[config.mk]
export PLATFORM = sky130hd
export DESIGN_NAME = ccff_chain_loader
export DESIGN_NICKNAME = d
export VERILOG_FILES = /design/src/rtl/ccff_chain_loader.sv
export SDC_FILE = /design/constraint.sdc
export NUM_CORES = 1
export LEC_CHECK = 0
export ABC_AREA = 1
export CAP_MARGIN = 20
export CORE_MARGIN = 4
export CORE_UTILIZATION = 50
export DETAILED_ROUTE_END_ITERATION = 7
export GPL_ROUTABILITY_DRIVEN = 0
export GPL_TIMING_DRIVEN = 0
export PLACE_DENSITY = 0.75
export SYNTH_ARGS = -nofsm -noshare
export SYNTH_HDL_FRONTEND = slang
export SYNTH_SLANG_ARGS = --single-unit
export TNS_END_PERCENT = 30
[constraint.sdc]
create_clock -name prog_clk -period 1.8 [get_ports prog_clk]
set_input_delay 0.54 -clock prog_clk [delete_from_list [all_inputs] [get_ports prog_clk]]
set_output_delay 0.54 -clock prog_clk [all_outputs]
set_load 0.05 [all_outputs]
[src/rtl/ccff_chain_loader.sv]
// Serialises valid/ready bitstream words MSB-first onto a ccff_head configuration chain.
// Define CCFF_LOADER_READBACK_EN to add a VERIFY pass that compares ccff_tail against a replayed stream.
`timescale 1ns/1ps
module ccff_chain_loader #(
    parameter int CHAIN_LEN = 6,
    parameter int WORD_W    = 8
) (
    input  logic              prog_clk,
    input  logic              pReset,
    input  logic              cfg_start,
    input  logic [WORD_W-1:0] cfg_word,
    input  logic              cfg_word_valid,
    output logic              cfg_word_ready,
    output logic              ccff_head,
    output logic              ccff_shift_en,
    input  logic              ccff_tail,
    output logic              cfg_busy,
    output logic              cfg_done,
    output logic              cfg_error
);
    localparam int CNT_W = $clog2(CHAIN_LEN + 1);
    localparam int BIT_W = $clog2(WORD_W + 1);
    localparam int CW    = (CNT_W > BIT_W) ? CNT_W : BIT_W;

    localparam logic [CW-1:0] C_LEN  = CW'(CHAIN_LEN);
    localparam logic [CW-1:0] C_LAST = CW'(CHAIN_LEN - 1);
    localparam logic [CW-1:0] C_WORD = CW'(WORD_W);
    localparam logic [CW-1:0] C_ONE  = CW'(1);

`ifdef CCFF_LOADER_READBACK_EN
    typedef enum logic [1:0] {S_IDLE = 2'd0, S_LOAD = 2'd1, S_VERIFY = 2'd2, S_DONE = 2'd3} state_t;
`else
    typedef enum logic [1:0] {S_IDLE = 2'd0, S_LOAD = 2'd1, S_DONE = 2'd3} state_t;
`endif

    state_t            r_state;
    logic [WORD_W-1:0] r_buf;
    logic [CW-1:0]     r_bits_left;
    logic [CW-1:0]     r_cnt;
    logic [CW-1:0]     r_fetched;
    logic              r_head;
    logic              r_done;

    logic              w_active;
    logic              w_shift;
    logic              w_last_shift;
    logic              w_ready;
    logic              w_accept;
    logic [CW-1:0]     w_remain;
    logic [CW-1:0]     w_take;

`ifdef CCFF_LOADER_READBACK_EN
    logic              r_error;
    assign w_active  = (r_state == S_LOAD) || (r_state == S_VERIFY);
    assign cfg_error = r_error;
`else
    logic              w_unused_tail;
    assign w_active      = (r_state == S_LOAD);
    assign cfg_error     = 1'b0;
    assign w_unused_tail = ccff_tail;
`endif

    // The bit-remaining count is clipped at fetch time, so it alone gates shifting
    // and the partial final word's low bits are never presented.
    assign w_shift      = w_active && (r_bits_left != '0);
    assign w_last_shift = w_shift && (r_cnt == C_LAST);
    assign w_ready      = w_active
                          && ((r_bits_left == '0) || ((r_bits_left == C_ONE) && w_shift))
                          && !w_last_shift
                          && (r_fetched < C_LEN);
    assign w_accept     = w_ready && cfg_word_valid;
    assign w_remain     = C_LEN - r_fetched;
    assign w_take       = (w_remain < C_WORD) ? w_remain : C_WORD;

    assign cfg_word_ready = w_ready;
    assign ccff_shift_en  = w_shift;
    assign ccff_head      = w_shift ? r_buf[WORD_W-1] : r_head;
    assign cfg_busy       = w_active;
    assign cfg_done       = r_done;

    always_ff @(posedge prog_clk or posedge pReset) begin
        if (pReset) begin
            r_state     <= S_IDLE;
            r_buf       <= '0;
            r_bits_left <= '0;
            r_cnt       <= '0;
            r_fetched   <= '0;
            r_head      <= 1'b0;
            r_done      <= 1'b0;
`ifdef CCFF_LOADER_READBACK_EN
            r_error     <= 1'b0;
`endif
        end else begin
            r_done <= 1'b0;
            case (r_state)
                S_IDLE: begin
                    if (cfg_start) begin
                        r_state     <= S_LOAD;
                        r_buf       <= '0;
                        r_bits_left <= '0;
                        r_cnt       <= '0;
                        r_fetched   <= '0;
`ifdef CCFF_LOADER_READBACK_EN
                        r_error     <= 1'b0;
`endif
                    end
                end
                S_DONE: r_state <= S_IDLE;
                default: begin
                    if (w_active) begin
                        if (w_shift) begin
                            r_head      <= r_buf[WORD_W-1];
                            r_buf       <= r_buf << 1;
                            r_bits_left <= r_bits_left - C_ONE;
                            r_cnt       <= r_cnt + C_ONE;
                        end
                        // A refill may coincide with the last buffered bit leaving.
                        if (w_accept) begin
                            r_buf       <= cfg_word;
                            r_bits_left <= w_take;
                            r_fetched   <= r_fetched + w_take;
                        end
`ifdef CCFF_LOADER_READBACK_EN
                        if ((r_state == S_VERIFY) && w_shift && (ccff_tail != r_buf[WORD_W-1]))
                            r_error <= 1'b1;
`endif
                        if (w_last_shift) begin
                            r_buf       <= '0;
                            r_bits_left <= '0;
                            r_cnt       <= '0;
                            r_fetched   <= '0;
`ifdef CCFF_LOADER_READBACK_EN
                            if (r_state == S_LOAD) begin
                                r_state <= S_VERIFY;
                            end else begin
                                r_state <= S_DONE;
                                r_done  <= 1'b1;
                            end
`else
                            r_state <= S_DONE;
                            r_done  <= 1'b1;
`endif
                        end
                    end else begin
                        r_state <= S_IDLE;
                    end
                end
            endcase
        end
    end
endmodule
==> results of run 1 <==
==> cell usage in the layout, fill, tap and decap left out, types with 7 or more instances in the layout <==
cell type	count
inv_1	21
nand2_1	69
nand3_1	16
dfrtp_1	22
nand2_2	12
inv_2	8
buf_4	25
ha_1	10
clkdlybuf4s50_1	11
nor2_1	7
buf_6	9
nand4_1	11
==> routing by layer <==
layer | global-route usage [%] | part of all wire [%] | vias up | wire [µm]
li1 | - | - | 822 | -
met1 | 23.5 | 41 | 799 | 1840
met2 | 35.5 | 54 | 42 | 2440
met3 | 2.74 | 3.0 | 11 | 134
met4 | 8.29 | 2.3 | 0 | 103
met5 | 0 | 0 | - | 0
==> Yosys cell counts <==
cell	number	area [µm²]
conb_1	1	3.75
buf_2	4	20.0
buf_6	2	22.5
nor3b_1	1	7.51
inv_2	4	15.0
nor2_1	9	33.8
a21oi_1	5	25.0
inv_1	27	101
nand2_2	1	6.26
o21ai_0	4	20.0
nor2_2	3	18.8
nor4_1	1	6.26
buf_4	1	7.51
a21oi_2	2	17.5
xor2_1	3	26.3
o21ai_2	1	8.76
nand4_1	11	68.8
nor3_1	2	10.0
ha_1	13	163
nor3_2	1	10.0
nand2_1	83	312
o22ai_1	1	6.26
nand3_1	19	95.1
nand4_2	1	12.5
clkbuf_1	1	3.75
o21bai_1	1	7.51
dfrtp_1	24	601
nand3b_1	1	7.51
nand3_2	1	10.0
mux2i_1	1	10.0
==> worst max-delay path, cell delays in order, from the launching register on <==
cell	delay [ns]
dfrtp_1	0.41
inv_2	0.08
ha_4	0.15
clkinvlp_4	0.12
buf_6	0.14
nor4_4	0.29
buf_6	0.20
==> metrics by stage <==
step	utilization, %	TNS (ns)
6_report	75.8	-4.42
5_1_grt	75.8	-6.37
4_1_cts	68.3	-3.19
3_5_place_dp	62.3	-7.35
3_3_place_gp	62.3	-6.47
2_1_floorplan	-	-4.54
==> power groups by stage <==
stage / Clock, mW / Sequential (mW) / Combinational (mW)
after CTS: 0.310 / 0.884 / 2.64
after detailed placement: 0 / 0.922 / 2.28
final: 0.302 / 0.899 / 3.34
after floorplan: 0 / 0.885 / 1.82
after global routing: 0.329 / 0.921 / 3.61
after global placement: 0 / 0.916 / 2.22
==> cell families after synthesis <==
kind of cell	after synthesis	share of synthesized area, %
AOI/OAI and AO/OA	14	5.14
xor gates and xnor gates	3	1.59
adders and majority gates	13	9.82
buffers and inverters	39	10.3
DFF	24	36.3
muxes	1	0.604
other	1	0.226
and+or+nand+nor	134	36.1
==> worst min-delay path by stage <==
stage          startpoint        to  slack [ns]  cells past startpoint
3_5_place_dp     r_buf[5]  r_buf[5]        0.47                      2
2_1_floorplan    r_buf[0]  r_buf[0]        0.45                      2
3_3_place_gp     r_buf[6]  r_buf[6]        0.46                      2
6_report         r_buf[0]  r_buf[0]        0.49                      2
5_1_grt          r_buf[5]  r_buf[5]        0.53                      2
4_1_cts          r_buf[5]  r_buf[5]        0.50                      2
==> repair_timing <==
action | 4_1_cts | 5_1_grt
gates cloned | 0 | 2
endpoints found under the setup margin | 20 | 26
resized for setup | 35 | 38
setup buffers | 15 | 11
pin swaps | 3 | 10
==> state kept, by name, summed over array words and instances (netlist names) <==
signal,cells
r_fetched,4
cfg_done,1
r_cnt,4
r_head,1
r_state,2
r_bits_left,4
r_buf,8
==> final cells by class <==
type	instances	share of cell area (%)
buffer	8	3.09
sequential	24	25.6
multi-input combinational	166	45.6
tap	44	2.34
inverter	31	5.21
timing repair buffer	44	16.6
clock buffer	4	1.54
==> results.ini, run 1 <==
[status]
status=complete, but fails checks
violations=negative setup slack

[yosys]
syn_avg_cell_area_um2=7.23
netlist_area_um2=1660
synth_nets=255
ys_seq_elements=24
synth_cells=229
yosysWarnings=0
yosysSeqAreaShare_pct=36.3
synth.distinct_cells=30

[detailed_routing]
via_per_inst=5.21
routedWlPerCell_um=14.1
detail_route.wirelength_um=4520
vias=1674
route.detailed.drc=0
ant_nets=0
drt_iter0_markers=63
firstDrtPassIters=4

[placed_design]
pre_cts_ws_ns=-0.823
dp.cells=289
portBuffers=16
hpwl_um=2590
place_area_um2=1930

[worst_setup_path]
crit_required_ns=1.26
reg2reg_from=r_state[1]
rrSetupSlack_ns=-0.26
setup.worst_path.end=cfg_word_ready
critPathLaunch=r_state[1]
cp.arrival_ns=1.72
worstSetupEndpointType=primary output
worstReg2RegEnd=r_bits_left[1]
rr_worst_depth=13
path_max_fanout=2
critPathKind=flop to primary output
start_kind=flop

[cts]
cts_tree=done
clk_pin_slew_ns=0.14
htree_levels=1
clk_latency_ns=0.33
cts-root-buf=clkbuf_4
cts_num_sinks=24
clk_path_buf_depth=2
holdBufCountCts=0
cts_buffers=3

[finish]
diodes=0
fill_cells=235
nets=304
fin_area_um2=2350
layout-drive-gt1-share_pct=32.5
regArea_um2=603
fin_cells=321
multi_input_area_um2=1070
area_growth_pct=42.0

[global_route]
grt_pass1_wl_um=6590
grt_max_degree=25
grt_overflow_total=0
grt_pass1_vias=1545
antenna_found_initial=0
grtUsageTotal_pct=19.8

[timing]
maxSlewViolCount=0
max_slew.worst_pin.slew_ns=0.944
grt_setup_unrepaired=true
final.min_clock_period_ns=2.26
slew_headroom_pct=37.0
setup_viol=20
clock-skew-final_ns=0.00336
finalHoldViolations=0
fin_crit_sh_pct=126
fmax_mhz=442
setup_ws_ns=-0.460
whs_ns=0.489

[die]
core.rowCount=20
core_region_area_um2=3100
die_x_um=65.6
die_area_um2=4300
io_pins=19
initial_core_util_pct=53.4
die_h_um=65.6

[power_and_ir_drop]
power.density_nw_per_um2=1930
clkPwrFrac_pct=6.6
p_sw_mw=2.29
power_frac_seq_pct=19.8
comb_power_share_pct=73.6
swShare_pct=50.4
power_mw=4.54
p_int_mw=2.25
leakagePower_nw=1.25
irDropWorstVdd_mv=1.05

[flow_run]
drv_cap=0

[min_path]
hp-class=flop to flop

Note: power is estimated with default switching activity, not from simulation.
==> run 2: changes to the inputs <==
--- a/config.mk
+++ b/config.mk
@@ -11,7 +11,7 @@
 export CORE_UTILIZATION = 50
 export DETAILED_ROUTE_END_ITERATION = 7
 export GPL_ROUTABILITY_DRIVEN = 0
-export GPL_TIMING_DRIVEN = 0
+export GPL_TIMING_DRIVEN = 1
 export PLACE_DENSITY = 0.75
 export SYNTH_ARGS = -nofsm -noshare
 export SYNTH_HDL_FRONTEND = slang
==> run 2 against run 1 <==
  * The run still ends with negative setup slack left
  * Maximum frequency up 1.5%
  * Via count increased by 1.7%
  * Register-to-register slack better by 0.15 ns
  * Routed wire length is 3.7% higher
  * First-iteration DRC count up 78%
  * Power increased by 4.3%
  * Core utilization grew 2.9 points
  * Global-route usage up 3.8 points
  * Worst setup slack better by 0.033 ns
==> results.ini, run 2 (synthesis results as in run 1) <==
[placed_design]
hpwl_um=3050  ; +18%
portBuffers=16  ; unchanged

[timing]
setup_viol=19  ; -5.0%
maxSlewViolCount=0  ; unchanged
final.min_clock_period_ns=2.23  ; -0.0326 ns
fin_setup_tns_ns=-2.16  ; +2.26 ns
fmax_mhz=449  ; +1.5%
clock-skew-final_ns=0.00113  ; -0.00223 ns
finalHoldViolations=0  ; unchanged
fin_crit_sh_pct=124  ; -1.8 points
grt_setup_unrepaired=true
setup_ws_ns=-0.428  ; +0.0326 ns

[cts]
clk_latency_ns=0.31  ; -0.02 ns
cts-root-buf=clkbuf_4
htree_levels=1  ; unchanged
cts_buffers=3  ; unchanged
clk_path_buf_depth=2  ; unchanged
cts_num_sinks=24  ; unchanged
cts_tree=done
clk_pin_slew_ns=0.13  ; about the same

[detailed_routing]
drt_iter0_markers=112  ; +78%
ant_nets=0  ; unchanged
detail_route.wirelength_um=4690  ; +3.7%
via_per_inst=5.16  ; -1.0%
route.detailed.drc=0  ; unchanged
firstDrtPassIters=4  ; unchanged
routedWlPerCell_um=14.2  ; +0.91%
vias=1703  ; +1.7%

[power_and_ir_drop]
leakagePower_nw=1.29  ; +3.6%
irDropWorstVdd_mv=1.03  ; -2.1%
power.density_nw_per_um2=1940  ; +0.44%

[min_path]
hp-class=flop to flop
min_to=r_buf[1]
hold_path_startpoint=r_buf[1]
min_path_cells=2  ; unchanged

[die]
core_region_area_um2=3100  ; unchanged
die_x_um=65.6  ; unchanged
die_h_um=65.6  ; unchanged
die_area_um2=4300  ; unchanged
core.rowCount=20  ; unchanged
io_pins=19  ; unchanged
initial_core_util_pct=53.4  ; unchanged

[global_route]
grt_overflow_total=0  ; unchanged
grtUsageTotal_pct=23.6  ; +3.8 points
grt_pass1_vias=1668  ; +8.0%
antenna_found_initial=0  ; unchanged
grt_pass1_wl_um=7740  ; +17%
grt_max_degree=25  ; unchanged

[worst_setup_path]
start_kind=flop
reg2reg_from=r_bits_left[1]
worstSetupEndpointType=primary output
slowest_delay_ns=0.43  ; +0.02 ns
critPathKind=flop to primary output
crit_required_ns=1.26  ; about the same
worstReg2RegEnd=r_buf[4]
rr_worst_depth=13  ; unchanged
path_max_fanout=4  ; +2
rrSetupSlack_ns=-0.11  ; +0.15 ns
path_cells=inv_2, ha_4, clkinvlp_4, a21oi_4, buf_6, o21ai_4, buf_12
crit_slowest_cell=dfrtp_1
cp.arrival_ns=1.69  ; -0.03 ns

[finish]
final_common_cell=nand2_1
multi_input_area_um2=1070  ; -0.35%
top_register=r_buf
most-common-layout-cells=nand2_1, buf_4, dfrtp_1
fin_util_pct=78.7  ; +2.9 points
fill_cells=229  ; -2.6%
largest_reg_flops=8  ; unchanged
nets=313  ; +3.0%
diodes=0  ; unchanged
area_growth_pct=47.4
layout-drive-gt1-share_pct=33.2  ; +0.73 points
regArea_um2=602  ; -0.21%

[status]
status=complete, but fails checks
violations=negative setup slack

[flow_run]
drv_cap=0  ; unchanged

## run 2: cell count changes in the layout (fill, tap and decap cells not counted), sizes merged
| cell | change |
|---|---|
| buf | +13 |
| clkbuf | -2 |
| dlygate4sd2 | -2 |
## run 2: metal layers
| layer | wire length (µm) | vias up | global-route usage [%] | part of all wire, % |
|---|---|---|---|---|
| li1 | - | 838 | - | - |
| met3 | 181 | 13 | 2.39 | 3.9 |
| met2 | 2500 | 50 | 40.6 | 53 |
| met1 | 1880 | 802 | 29.8 | 40 |
| met5 | 0 | - | 0 | 0 |
| met4 | 129 | 0 | 10.6 | 2.8 |
## run 2: worst max-delay path by stage
| stage | startpoint | endpoint | slack, ns | depth (start not counted) |
|---|---|---|---|---|
| floorplan | r_state[1] | ccff_head | -0.39 | 6 |
| global placement | cfg_start | r_buf[1] | -0.23 | 10 |
| detailed placement | cfg_start | r_buf[0] | -0.24 | 10 |
| CTS | r_bits_left[0] | cfg_word_ready | -0.46 | 8 |
| global route | r_state[1] | cfg_word_ready | -0.49 | 8 |
| finish | r_state[1] | ccff_head | -0.43 | 7 |
## run 2: report_power, final
part           total [mW]  leakage [nW]  internal [mW]  switching, mW
registers           0.888         0.318          0.736          0.152
clock network       0.286        0.0210          0.124          0.163
logic                3.56         0.951           1.56           2.00
total                4.73          1.29           2.42           2.32
## run 2: worst max-delay path, delay by kind of cell (launching register included)
family / cells / cell delay (ns)
adders and majority gates: 1 / 0.14
AOI/OAI and AO/OA: 2 / 0.28
DFF: 1 / 0.43
buffers and inverters: 4 / 0.52
## run 2: what timing repair did
| action | in CTS | in global routing |
|---|---|---|
| hold buffers | 0 | 0 |
| setup endpoints to repair | 21 | 25 |
| resized for setup | 19 | 21 |
| pin swaps | 5 | 5 |
| buffers inserted | 8 | 3 |
## run 2: per-stage QoR
step / power [mW] / setup WS (ns) / area [µm²] / hold WS (ns) / std cells
after global routing: 5.12 / -0.492 / 2440 / 0.540 / 330
after floorplan: 2.71 / -0.385 / 1720 / 0.449 / 229
after detailed placement: 3.74 / -0.238 / 2180 / 0.468 / 317
after CTS: 4.30 / -0.459 / 2340 / 0.501 / 328
after global placement: 3.64 / -0.230 / 2180 / 0.464 / 317
final: 4.73 / -0.428 / 2440 / 0.500 / 330
## run 2: final cells by class
cell class | count | area share [%]
sequential | 24 | 24.6
timing repair buffer | 61 | 22.8
tap | 44 | 2.25
multi-input combinational | 166 | 43.7
clock buffer | 4 | 1.49
inverter | 31 | 5.02
==> run 3: changes to the inputs <==
--- a/config.mk
+++ b/config.mk
@@ -9,6 +9,7 @@
 export CAP_MARGIN = 20
 export CORE_MARGIN = 4
 export CORE_UTILIZATION = 50
+export CTS_CLUSTER_DIAMETER = 80
 export DETAILED_ROUTE_END_ITERATION = 7
 export GPL_ROUTABILITY_DRIVEN = 0
 export GPL_TIMING_DRIVEN = 1
==> results of run 3 <==
No change in the layout: final DEF, timing and power equal those of run 2.
